## src/rtl/inst_word_encoder.sv

```systemverilog
// RV32I instruction-word encoder with range checking, a small output FIFO and a word-aligned write-address counter.
// Optional feature: define IMM_UJ_EN to enable U/J formats (otherwise fmt 4/5 are rejected as illegal).
module inst_word_encoder #(
  parameter int                  DEPTH     = 4,
  parameter int                  ADDR_W    = 12,
  parameter logic [ADDR_W-1:0]   BASE_ADDR = '0
) (
  input  logic              clk,
  input  logic              reset,
  input  logic              flush,
  input  logic              in_valid,
  output logic              in_ready,
  input  logic [2:0]        fmt,
  input  logic [6:0]        opcode,
  input  logic [4:0]        rd,
  input  logic [4:0]        rs1,
  input  logic [4:0]        rs2,
  input  logic [2:0]        funct3,
  input  logic [6:0]        funct7,
  input  logic [31:0]       imm,
  output logic              out_valid,
  input  logic              out_ready,
  output logic [31:0]       out_data,
  output logic [ADDR_W-1:0] out_addr,
  output logic              err,
  output logic [2:0]        err_fmt
);

  localparam int PTR_W = $clog2(DEPTH);
  localparam int CNT_W = PTR_W + 1;

  typedef enum logic [2:0] {
    FMT_R = 3'd0,
    FMT_I = 3'd1,
    FMT_S = 3'd2,
    FMT_B = 3'd3,
    FMT_U = 3'd4,
    FMT_J = 3'd5
  } fmt_e;

  logic [31:0]       enc_word;
  logic              enc_bad;
  logic              is_shift;

  logic [PTR_W-1:0]  wr_ptr_q, wr_ptr_d;
  logic [PTR_W-1:0]  rd_ptr_q, rd_ptr_d;
  logic [CNT_W-1:0]  count_q, count_d;
  logic [ADDR_W-1:0] wr_addr_q, wr_addr_d;
  logic              err_q, err_d;
  logic [2:0]        err_fmt_q, err_fmt_d;
  logic              init_q;

  logic [31:0]       data_mem [DEPTH];
  logic [ADDR_W-1:0] addr_mem [DEPTH];

  logic accept, push, pop, err_set;

  // NOTE: every output of a combinational block gets a default first so no path infers a latch.
  always_comb begin
    enc_word = '0;
    enc_bad  = 1'b0;
    is_shift = (opcode == 7'b0010011) && ((funct3 == 3'b001) || (funct3 == 3'b101));
    case (fmt_e'(fmt))
      FMT_R: enc_word = {funct7, rs2, rs1, funct3, rd, opcode};
      FMT_I: begin
        if (is_shift) begin
          enc_word = {funct7, imm[4:0], rs1, funct3, rd, opcode};
          enc_bad  = |imm[31:5];
        end else begin
          enc_word = {imm[11:0], rs1, funct3, rd, opcode};
          enc_bad  = !((&imm[31:11]) || !(|imm[31:11]));
        end
      end
      FMT_S: begin
        enc_word = {imm[11:5], rs2, rs1, funct3, imm[4:0], opcode};
        enc_bad  = !((&imm[31:11]) || !(|imm[31:11]));
      end
      FMT_B: begin
        enc_word = {imm[12], imm[10:5], rs2, rs1, funct3, imm[4:1], imm[11], opcode};
        enc_bad  = !((&imm[31:12]) || !(|imm[31:12])) || imm[0];
      end
`ifdef IMM_UJ_EN
      FMT_U: begin
        enc_word = {imm[31:12], rd, opcode};
        enc_bad  = |imm[11:0];
      end
      FMT_J: begin
        enc_word = {imm[20], imm[10:1], imm[11], imm[19:12], rd, opcode};
        enc_bad  = !((&imm[31:20]) || !(|imm[31:20])) || imm[0];
      end
`endif
      default: enc_bad = 1'b1;
    endcase
  end

  assign in_ready  = init_q && (count_q < CNT_W'(DEPTH)) && !err_q;
  assign out_valid = (count_q != '0);
  assign accept    = in_valid && in_ready;
  assign push      = accept && !enc_bad;
  assign err_set   = accept && enc_bad;
  assign pop       = out_valid && out_ready;

  always_comb begin
    wr_ptr_d  = wr_ptr_q;
    rd_ptr_d  = rd_ptr_q;
    count_d   = count_q;
    wr_addr_d = wr_addr_q;
    err_d     = err_q;
    err_fmt_d = err_fmt_q;
    if (flush) begin
      wr_ptr_d  = '0;
      rd_ptr_d  = '0;
      count_d   = '0;
      wr_addr_d = BASE_ADDR;
      err_d     = 1'b0;
      err_fmt_d = '0;
    end else begin
      if (push) begin
        wr_ptr_d  = wr_ptr_q + PTR_W'(1);
        wr_addr_d = wr_addr_q + ADDR_W'(4);
      end
      if (pop) rd_ptr_d = rd_ptr_q + PTR_W'(1);
      if (push && !pop)      count_d = count_q + CNT_W'(1);
      else if (!push && pop) count_d = count_q - CNT_W'(1);
      if (err_set) begin
        err_d     = 1'b1;
        err_fmt_d = fmt;
      end
    end
  end

  // NOTE: state registers use non-blocking assignment so every flop samples pre-edge values.
  always_ff @(posedge clk or posedge reset) begin
    if (reset) begin
      wr_ptr_q  <= '0;
      rd_ptr_q  <= '0;
      count_q   <= '0;
      wr_addr_q <= BASE_ADDR;
      err_q     <= 1'b0;
      err_fmt_q <= '0;
      init_q    <= 1'b0;
    end else begin
      wr_ptr_q  <= wr_ptr_d;
      rd_ptr_q  <= rd_ptr_d;
      count_q   <= count_d;
      wr_addr_q <= wr_addr_d;
      err_q     <= err_d;
      err_fmt_q <= err_fmt_d;
      init_q    <= 1'b1;
    end
  end

  // NOTE: storage is not reset; count_q gates visibility, so stale entries are never presented.
  always_ff @(posedge clk) begin
    if (push && !flush) begin
      data_mem[wr_ptr_q] <= enc_word;
      addr_mem[wr_ptr_q] <= wr_addr_q;
    end
  end

  // When empty, out_addr shows where the next word will land.
  assign out_data = out_valid ? data_mem[rd_ptr_q] : '0;
  assign out_addr = out_valid ? addr_mem[rd_ptr_q] : wr_addr_q;
  assign err      = err_q;
  assign err_fmt  = err_fmt_q;

endmodule

```

## config.mk

```make
export PLATFORM = sky130hd
export DESIGN_NAME = inst_word_encoder
export DESIGN_NICKNAME = d
export VERILOG_FILES = /design/src/rtl/inst_word_encoder.sv
export SDC_FILE = /design/constraint.sdc
export NUM_CORES = 1
export LEC_CHECK = 0
export BUFFER_PORTS_ARGS = -buffer_cell sky130_fd_sc_hd__buf_2
export CAP_MARGIN = 40
export CORE_ASPECT_RATIO = 1.1
export CORE_MARGIN = 4
export CORE_UTILIZATION = 51
export DETAILED_ROUTE_END_ITERATION = 8
export PLACE_DENSITY = 0.76
export SETUP_SLACK_MARGIN = 0.2
export SYNTH_ARGS = -nofsm -noshare
export SYNTH_HDL_FRONTEND = slang
export SYNTH_SLANG_ARGS = --single-unit
```

## constraint.sdc

```tcl
create_clock -name clk -period 2.5 [get_ports clk]
set_input_delay 0.625 -clock clk [delete_from_list [all_inputs] [get_ports clk]]
set_output_delay 0.625 -clock clk [all_outputs]
set_load 0.02 [all_outputs]
```

### Word-level counts from Yosys, hierarchy flattened

Memories as Yosys holds them, arrays and structs flattened.
Cells that the tools add are included.

* register bits after elaboration: 24
* RAM bits: 176
* logic and storage cells: 76
* memories kept: 2

* $add $sub $neg: 5
* magnitude comparators: 1
* eq/ne operators: 6
* muxes and demuxes: 21
* reduce and logical (&&, ||, !) cells: 34

Memory list
* data_mem: words 4, width 32, read ports 1, clocked after Yosys merged registers in 0, write ports 1, line 53 `logic [31:0] data_mem [DEPTH];`
* addr_mem: words 4, width 12, read ports 1, clocked after Yosys merged registers in 0, write ports 1, line 54 `logic [ADDR_W-1:0] addr_mem [DEPTH];`

Operators with widths (number)
* $pmux W32 S4: 1
* $mux W32: 2
* $mux W12: 3
* $reduce_or A27 Y1: 1
* $reduce_and A21 Y1: 1
* $reduce_or A21 Y1: 1
* $reduce_and A20 Y1: 1
* $reduce_or A20 Y1: 1
* $mux W3: 5
* $add A12 B3 Y12 const B: 1
* $logic_and A1 B1 Y1: 10
* $logic_not A1 Y1: 9
* $mux W2: 4
* $eq A7 B5 Y1 const B: 1
* $eq A3 B1 Y1 const B: 2
* $eq A3 B2 Y1 const B: 2
* $reduce_bool A2 Y1: 3
* $reduce_bool A3 Y1: 2
* $mux W1: 5
* $add A2 B1 Y2 const B: 2
* $logic_or A1 B1 Y1: 4
* $pmux W1 S4: 1
* $add A3 B1 Y3 const B: 1
* $eq A3 B3 Y1 const B: 1
* 3 further kinds: 3

### Depth between registers and ports, before layout

Gate-level depths: netlist (run 1).

* word-level depth: 13
* gate-level depth with buffers: 10
* mapped depth without buffers: 10

### Worst setup path before layout (run 1)

No wires, ideal clock.

* kind: in2reg
* start: in imm[12]
* end: mem addr_mem[0][10], enable pin
* library setup time: 0.404 ns
* arrival time: 3.044 ns
* required time: 2.096 ns
* slack: -0.947 ns
* stages: 7
* path buffers: 0
* cell sequence: or4_4 > nor2_4 > nand3_2 > a211oi_4 > nand2_4 > nor2_1 > and2_1

* cells in the longest elaborated chain, start to end: 11
* elaborated cells between the ends (all ways): 19

Ends and longest elaborated chain
* start, declared: line 20 `input logic [31:0] imm,`
* $reduce_or A21 Y1 / $reduce_or A20 Y1 (equally long branches): line 71, 76, 80
* $logic_not A1 Y1, on equally long branches: line 71, 76, 80
* $logic_or A1 B1 Y1, on equally long branches: line 71, 76, 80
* $logic_not A1 Y1, on equally long branches: line 71, 76, 80
* $mux W1 / $logic_or A1 B1 Y1 (equally long branches): line 66, 80
* $pmux W1 S4 *: line 63 `case (fmt_e'(fmt))`
* $logic_not A1 Y1 *: line 99 `assign push = accept && !enc_bad;`
* $logic_and A1 B1 Y1 *: line 99
* $logic_and A1 B1 Y1 *: line 155 `if (push && !flush) begin`
* $mux W1 *: line 155
* $mux W1 (not written as such) *: line 157 `addr_mem[wr_ptr_q] <= wr_addr_q;`
* end, declared: line 54

Mark *: on every way between the ends. The rest lies on a longest branch, timed or not.

### Final worst setup path (run 1)

* start: in imm[13]
* end: mem data_mem[2][0], enable pin

* cells in the longest elaborated chain, start to end: 11
* elaborated cells between the ends (all ways): 19

Ends and longest elaborated chain
* $reduce_or A21 Y1 / $reduce_or A20 Y1 (equally long branches): line 71, 76, 80
* $logic_not A1 Y1, on equally long branches: line 71, 76, 80
* $logic_or A1 B1 Y1, on equally long branches: line 71, 76, 80
* $logic_not A1 Y1, on equally long branches: line 71, 76, 80
* $mux W1 / $logic_or A1 B1 Y1 (equally long branches): line 66, 80
* $pmux W1 S4 *: line 63
* $logic_not A1 Y1 *: line 99
* $logic_and A1 B1 Y1 *: line 99
* $logic_and A1 B1 Y1 *: line 155
* $mux W1 *: line 155
* $mux W1 (not written as such) *: line 156 `data_mem[wr_ptr_q] <= enc_word;`
* end, declared: line 53

Marked as above.

==> reports/results.tsv, run 1 <==
metric	value	unit
diodes	0	
synth-main-ff-cell	edfxtp_1	
drive_gt1_share	51.5	%
synth_warnings	0	
end_kind	register	
die_h	141	um
start_util	52.0	%
ir_drop	522	uV
ys_seq_area_share	68.4	%
startpoint_type	input port	
area_growth	42.2	%
grt_pass1_vias	5701	
final_util	73.9	%
slew_violations	0	
fin_setup_tns	-28.58	ns
die_w	129	um
hold_path.class	input port to async pin	
cp_max_fo	6	
final_nets	793	
postRouteAntennaNets	0	
drt_wl_total	24600	um
grt.overflow.total	0	
instances_no_fill	928	
cts_hold_buf	0	
antenna_found_initial	0	
skew	0.0124	ns
coreArea	15700	um^2
report.final.hold_viol_count	0	
crit_type	input port to register	
synthMuxAreaShare	15.2	%
rsz0062_at_grt	yes	
clk_path_buf_depth	2	
synth_edf_count	168	
cts_tree	done	
viasPerCell	6.19	
vias	5742	
cap_violations	0	
syn_area_per_cell	16.7	um^2
synth_top_family_by_area	multiplexers	
drcViolationCount	0	
grt_pass1_wl	33200	um
synth_cells	490	
place_inst	832	
synth_xor_area_share	1.16	%
cts_buffers	17	
cts-root-buf	clkbuf_16	
synth_fa_ha_area_share	1.01	%
syn_area	8180	um^2
fin_area	11600	um^2
placementRows	48	
arrival	2.92	ns
synthArstFlopShare	11.6	%
ctsHtreeMaxLevel	4	
grt_max_degree	44	
cp_data_required_time	2.66	ns
clk_pin_slew_worst_paths	0.07	ns
worst_slack	-0.261	ns
status	finished with violations	
yosys.cell_types.count	49	
ios	122	
post_dp_cell_area	9510	um^2
dr.pass1.iters	5	
synth.ff_latch_count	190	
max_freq	0.362	GHz
port_buffers	119	
powerDensity	915	nW/um^2
place_hpwl	12500	um
grt_use_total	25.0	%
cts.sinks	190	
drt_iter0_markers	553	
clock_latency	0.45	ns
die-area	18100	um^2
synth_compound_area_share	2.28	%
setup_violations	215	
p_leak	0.00440	uW
period_share	110	%
period_needed	2.76	ns
violations	negative setup slack	
gp_congestion	0.853	
yosys.area_share.simple	10.1	%
wire_per_inst	26.5	um
what timing repair did:
item	4_1_cts	5_1_grt
setup buffers	36	11
pin swaps	7	33
cloned	13	4
endpoints found under the setup margin	220	222
gates resized for setup	46	117
synthesized netlist by cell type (4+ instances only):
cell type | instances | share of area, %
xnor2_1 | 4 | 0.43
ha_1 | 5 | 0.76
a21oi_1 | 16 | 0.98
clkbuf_1 | 18 | 0.83
and2_1 | 39 | 3.0
o21ai_0 | 4 | 0.24
dfrtp_1 | 22 | 6.7
xor2_1 | 5 | 0.54
nand2_1 | 17 | 0.78
inv_1 | 8 | 0.37
nand3_1 | 8 | 0.49
nor2b_1 | 17 | 1.3
or3_1 | 4 | 0.31
edfxtp_1 | 168 | 62
mux4_2 | 42 | 12
mux2i_1 | 14 | 1.7
mux2_2 | 10 | 1.4
nor2_1 | 35 | 1.6
nand4_1 | 9 | 0.69
report_power, final:
part / leakage (uW) / internal, uW / total [uW] / switching [uW]
Clock: 0.000286 / 1570 / 2770 / 1210
Sequential: 0.00186 / 3500 / 3560 / 57.0
Combinational: 0.00225 / 2260 / 4300 / 2040
sequential cells by signal, indices dropped and copies added, names as in the netlist:
name,flops
rd_ptr_q,2
init_q,1
addr_mem,40
wr_addr_q,10
err_fmt,3
count_q,3
err,1
wr_ptr_q,2
data_mem,128
critical path, stage by stage:
cell and delay (ns):
buf_2 0.13, or4_4 0.55, nor2_4 0.17, nand3_2 0.12, a211oi_4 0.33, nand2_4 0.09
buf_6 0.13, nor2_4 0.12, buf_6 0.11, and2_4 0.20, buf_6 0.13, buf_12 0.10
buf_16 0.11
cells by family (layout without fill, tap and decap cells):
group           count (synthesis)  in the layout
mux                            69             69
buf+inv                        34            271
other cells                     2              3
compound gates                 29             29
simple gates                  150            150
flops                         190            190
xor+xnor                       10             10
fa+ha+maj                       6              6
routing by layer:
layer  routed length [um]  share of wire [%]  up-vias  track usage, %
met5                    0                  0        -               0
met4                 1140                4.6        0            12.3
met3                 1830                7.4       92            5.27
met2                12700                 52      393            42.2
met1                 8920                 36     2909            30.5
li1                     -                  -     2348               -
layout make-up:
cell class,count,area [um^2]
Clock inverter,15,170
Multi-Input combinational cell,267,2670
Timing Repair Buffer,231,2490
Clock buffer,17,425
Sequential cell,190,5600
Fill cell,839,4100
Inverter,8,30.0
Tap cell,200,250
final timing paths:
path	start	to	slack, ns	cells after the start
setup / recovery	imm[13]	data_mem[2][0]	-0.26	13
hold / removal	reset	wr_addr_q[4]	0.21	3
setup reg to reg	count_q[2]	data_mem[2][0]	0.03	11
hold reg to reg	err_fmt[1]	err_fmt[1]	0.55	2
max in group asynchronous	reset	rd_ptr_q[0]	2.03	3
min in group clk	in_valid	err_fmt[2]	0.48	3
layout by cell type, fill, tap and decap left out, types with 20 or more instances in the layout:
master | synthesis | routed
edfxtp_1 | 168 | 168
buf_2 | 2 | 86
buf_6 | 1 | 58
mux4_2 | 42 | 42
buf_4 | 2 | 34
buf_12 | 0 | 33
nor2_1 | 35 | 32
and2_4 | 0 | 30
clkbuf_16 | 0 | 20
dfrtp_1 | 22 | 20
metrics by stage:
step                hold WS, ns  total power (uW)  worst slack [ns]
floorplan                 0.511              5660            -0.301
global placement          0.504              6610            -0.428
detailed placement        0.541              6680            -0.546
CTS                       0.223              9550            -0.161
global route              0.218             11000            -0.272
finish                    0.212             10600            -0.261
Note: power is estimated with default switching activity, not from simulation.
==> run 2, diff against run 1 <==
BUFFER_PORTS_ARGS = unset   (was -buffer_cell sky130_fd_sc_hd__buf_2)
CORE_UTILIZATION = 57   (was 51)
DONT_BUFFER_PORTS = 1   (was unset)
==> run 2 against run 1 <==
The flow still finishes with violations (negative setup slack). Fmax grew 5.0%. First-iteration DRC count shrank 24%. Flip-flop and latch count stayed put. Via count fell by 16%. Register-to-register slack better by 0.14 ns. Sequential share of layout area is 7.0 points higher. Combinational power fell by 22%. Clock power fell by 11%. Critical path depth shrank 9. Critical path type is now register to primary output. Largest cell class unchanged. Largest power group is now registers. Highest routed layer unchanged.
==> reports/results.tsv, run 2 (synthesis results as in run 1) <==
metric	value	unit
status	finished with violations	
violations	negative setup slack	
slew_headroom	57.9	%
placementRows	45	
cts_hold_buf	0	
max_stage_delay	0.55	ns
path_cells	buf_12 -> buf_12 -> mux4_2 -> mux2_4	
start_util	58.8	%
die_h	134	um
top_regs	data_mem: 128 flops, addr_mem: 40 flops, wr_addr_q: 10 flops	
area_growth	24.2	%
cts_buffers	17	
whs	0.123	ns
cts.sinks	190	
final_util	73.0	%
period_needed	2.63	ns
ctsHtreeMaxLevel	4	
ios	122	
cap_violations	0	
p_leak	0.00353	uW
gp_congestion	0.786	
grt_pass1_wl	27600	um
grt_use_total	23.2	%
power	9380	uW
diodes	0	
postRouteAntennaNets	0	
die_w	122	um
drcViolationCount	0	
grt_max_degree	35	
period_share	105	%
comb_power_share	35.6	%
p_sw	2950	uW
final_common_cell	edfxtp_1	
setup_violations	27	
startpoint_type	register	
wire_per_inst	27.7	um
final_nets	629	
port_buffers	0	
drive_gt1_share	36.2	%
skew	0.0106	ns
worst-path-buf-inv	2	
clk_pin_slew_worst_paths	0.07	ns
hold_path.class	input port to async pin	
seqPwrFrac	38.0	%
p_int	6430	uW
cp_data_required_time	1.88	ns
report.final.hold_viol_count	0	
rsz0062_at_grt	yes	
critPathMostFrequentCell	buf_12	
vias	4800	
viasPerCell	6.41	
clock_power_share	26.4	%
powerDensity	923	nW/um^2
n_fill_cell	803	
crit_type	register to primary output	
cts-root-buf	clkbuf_16	
critical-path-top-delay-family	multiplexers	
place_hpwl	11200	um
regMostFlops	data_mem	
antenna_found_initial	0	
ir_drop	624	uV
dr.pass1.iters	5	
arrival	2.00	ns
die-area	16300	um^2
layout_common_cells	edfxtp_1, mux4_2, nor2_1	
clk_path_buf_depth	2	
grt_pass1_vias	4745	
cp_max_fo	6	
slew_violations	0	
drt_iter0_markers	421	
coreArea	13900	um^2
largest_reg_flops	128	
cts_tree	done	
worst_slew_pin_slew	0.627	ns
max_freq	0.380	GHz
end_kind	primary output	
worst_slack	-0.130	ns
drt_wl_total	20800	um
grt.overflow.total	0	
switching_share	31.4	%
slowest_stage	mux4_2	
clock_latency	0.43	ns
==> run 2: power groups by stage <==
stage / logic (uW) / registers (uW) / clock network [uW]
2_1_floorplan: 2060 / 3600 / 0
3_3_place_gp: 2500 / 3640 / 0
3_5_place_dp: 2530 / 3640 / 0
4_1_cts: 3260 / 3560 / 2460
5_1_grt: 3510 / 3560 / 2660
6_report: 3340 / 3560 / 2470
==> run 2: cell type report <==
class	instances	area, um^2	share of cell area (%)
Timing Repair Buffer	67	1110	11.0
Clock buffer	18	429	4.23
Inverter	8	30.0	0.296
Clock inverter	11	95.1	0.936
Tap cell	188	235	2.32
Multi-Input combinational cell	267	2660	26.2
Sequential cell	190	5600	55.1
==> run 2: routing by layer <==
metal | track usage (%) | vias to the layer above | wire length (um)
li1 | - | 2002 | -
met1 | 29.6 | 2451 | 7520
met2 | 39.3 | 314 | 10900
met3 | 6.54 | 33 | 1960
met4 | 6.22 | 0 | 389
met5 | 0 | - | 0
==> run 2: path summary, 6_finish.rpt <==
| path | start | endpoint | slack [ns] | depth (start not counted) |
|---|---|---|---|---|
| worst max register to register | err | data_mem[0][31] | 0.17 | 8 |
| worst max-delay path | rd_ptr_q[0] | out_addr[11] | -0.13 | 4 |
| min in group clk | flush | wr_addr_q[10] | 0.25 | 1 |
| worst min-delay path | reset | wr_addr_q[9] | 0.12 | 2 |
| worst min register to register | wr_addr_q[8] | addr_mem[3][8] | 0.62 | 0 |
| max in group asynchronous | reset | rd_ptr_q[1] | 2.12 | 2 |
==> run 2: metrics by stage <==
stage / setup TNS [ns] / cell area [um^2] / instances / worst slack, ns
floorplan: -47.84 / 8230 / 491 / -0.301
global placement: -44.75 / 8720 / 685 / -0.303
detailed placement: -46.93 / 8720 / 685 / -0.381
CTS: -1.05 / 9690 / 729 / -0.0824
global route: -3.85 / 10200 / 749 / -0.171
finish: -1.61 / 10200 / 749 / -0.130
==> run 2: worst register-to-register path: cells and delay by family, from the launching register on <==
family                 cells  cell delay (ns)
buffers and inverters      2             0.35
flip-flops                 1             0.47
AND/OR/NAND/NOR            5             0.98
AO/OA/AOI/OAI              1             0.24
==> run 2: what timing repair did <==
item                       CTS  global route
setup endpoints to repair  211           214
buffers inserted            10             5
gates resized for setup     88            13
gates cloned                 5            15
pin swaps                    7             5
==> run 3, diff against run 2 <==
RECOVER_POWER = 50   (was unset)
==> run 3 against run 2 <==
The flow still finishes with violations (negative setup slack). Non-clock buffer count is the same. Sequential power is essentially flat. Setup slack lost 0.010 ns. Count of clock-buffer cells in the layout is the same. Combinational power is essentially flat. Critical endpoint unchanged.
==> reports/results.tsv, run 3 (synthesis results as in run 1) <==
metric	value	unit
skew	0.00907	ns
grt_pass1_wl	27600	um
ios	122	
diodes	0	
coreArea	13900	um^2
arrival	2.02	ns
violations	negative setup slack	
cts_hold_buf	0	
fin_setup_tns	-1.92	ns
reg2reg_from	count_q[2]	
grt_max_degree	35	
viasPerCell	6.36	
r2r_end	count_q[2]	
vias	4762	
postRouteAntennaNets	0	
max_freq	0.379	GHz
startpoint_type	register	
n_fill_cell	808	
powerDensity	924	nW/um^2
p_leak	0.00352	uW
cp_data_required_time	1.88	ns
antenna_found_initial	0	
setup_violations	31	
slew_headroom	13.8	%
report.final.hold_viol_count	0	
met1Wirelength	7510	um
placementRows	45	
die-area	16300	um^2
ir_drop	623	uV
worst_slack	-0.140	ns
place_hpwl	11200	um
drt_iter0_markers	432	
final_util	72.8	%
area_growth	23.9	%
clk_path_buf_depth	2	
r2r_slack	0.10	ns
cts_buffers	17	
cts.sinks	190	
port_buffers	0	
grt.overflow.total	0	
cap_violations	0	
hold_path.class	input port to register	
wire_per_inst	27.6	um
layout_common_cells	edfxtp_1, mux4_2, nor2_1	
status	finished with violations	
reg2regPathDepth	7	
top_layer_used	met4	
wl_met2	10900	um
rsz0062_at_grt	yes	
min_to	wr_addr_q[10]	
slew_violations	0	
final_nets	629	
top_regs	data_mem: 128 flops, addr_mem: 40 flops, wr_addr_q: 10 flops	
drcViolationCount	0	
start_util	58.8	%
period_share	106	%
cp_max_fo	6	
die_h	134	um
dr.pass1.iters	5	
clock_latency	0.43	ns
regMostFlops	data_mem	
die_w	122	um
final_common_cell	edfxtp_1	
worst_slew_pin_slew	1.29	ns
crit_type	register to primary output	
cts_tree	done	
grt_use_total	23.2	%
end_kind	primary output	
clk_pin_slew_worst_paths	0.07	ns
cts-root-buf	clkbuf_16	
hp-start	flush	
gp_congestion	0.786	
grt_pass1_vias	4745	
drive_gt1_share	35.3	%
period_needed	2.64	ns
drt_wl_total	20700	um
wl_met3	1920	um
largest_reg_flops	128	
worstHoldPathCells	1	
ctsHtreeMaxLevel	4	
[run 3: cell count changes in the layout (fill, tap and decap cells not counted), sizes merged]
cell / delta
clkbuf: +3
buf: -3
[run 3: cell type report]
type / instances / area [um^2] / area share (%)
clock inverter: 11 / 95.1 / 0.939
inverter: 8 / 30.0 / 0.296
timing repair buffer: 67 / 1100 / 10.8
sequential: 190 / 5600 / 55.3
tap: 188 / 235 / 2.32
multi-input combinational: 267 / 2650 / 26.1
clock buffer: 18 / 429 / 4.24
[run 3: timing repair]
action | CTS | global route
pin swaps | 7 | 5
gates cloned | 5 | 15
endpoints found under the setup margin | 211 | 214
gates resized for setup | 88 | 13
setup buffers | 10 | 5
[run 3: how the worst max path moves through the flow]
stage | cells past startpoint | startpoint | end
after floorplan | 10 | imm[12] | count_q[2]
after global placement | 11 | opcode[3] | count_q[2]
after detailed placement | 11 | opcode[3] | count_q[2]
after CTS | 4 | rd_ptr_q[0] | out_addr[11]
after global routing | 4 | rd_ptr_q[0] | out_addr[11]
final | 4 | rd_ptr_q[0] | out_addr[11]
[run 3: worst max-delay path, stage by stage, from the launching register on]
cell and delay [ns]:
dfrtp_2 0.41, buf_12 0.15, buf_12 0.14, mux4_2 0.55, mux2_4 0.32
[run 3: metal layers]
metal / global-route usage, % / vias to the layer above
met4: 6.22 / 0
met3: 6.54 / 28
met1: 29.6 / 2432
met5: 0 / -
met2: 39.3 / 301
li1: - / 2001
[run 3: power breakdown]
group	total, uW	switching (uW)	leakage, uW	internal, uW
logic	3320	1760	0.00141	1560
registers	3560	55.8	0.00186	3500
clock network	2480	1130	0.000247	1350
[run 3: metrics by stage]
step | instance area (um^2) | cells | setup WS, ns | hold slack, ns | total power (uW)
floorplan | 8230 | 491 | -0.301 | 0.511 | 5660
global placement | 8720 | 685 | -0.303 | 0.543 | 6140
detailed placement | 8720 | 685 | -0.381 | 0.575 | 6170
CTS | 9690 | 729 | -0.0824 | 0.127 | 9280
global route | 10100 | 749 | -0.171 | 0.234 | 9710
finish | 10100 | 749 | -0.140 | 0.249 | 9360
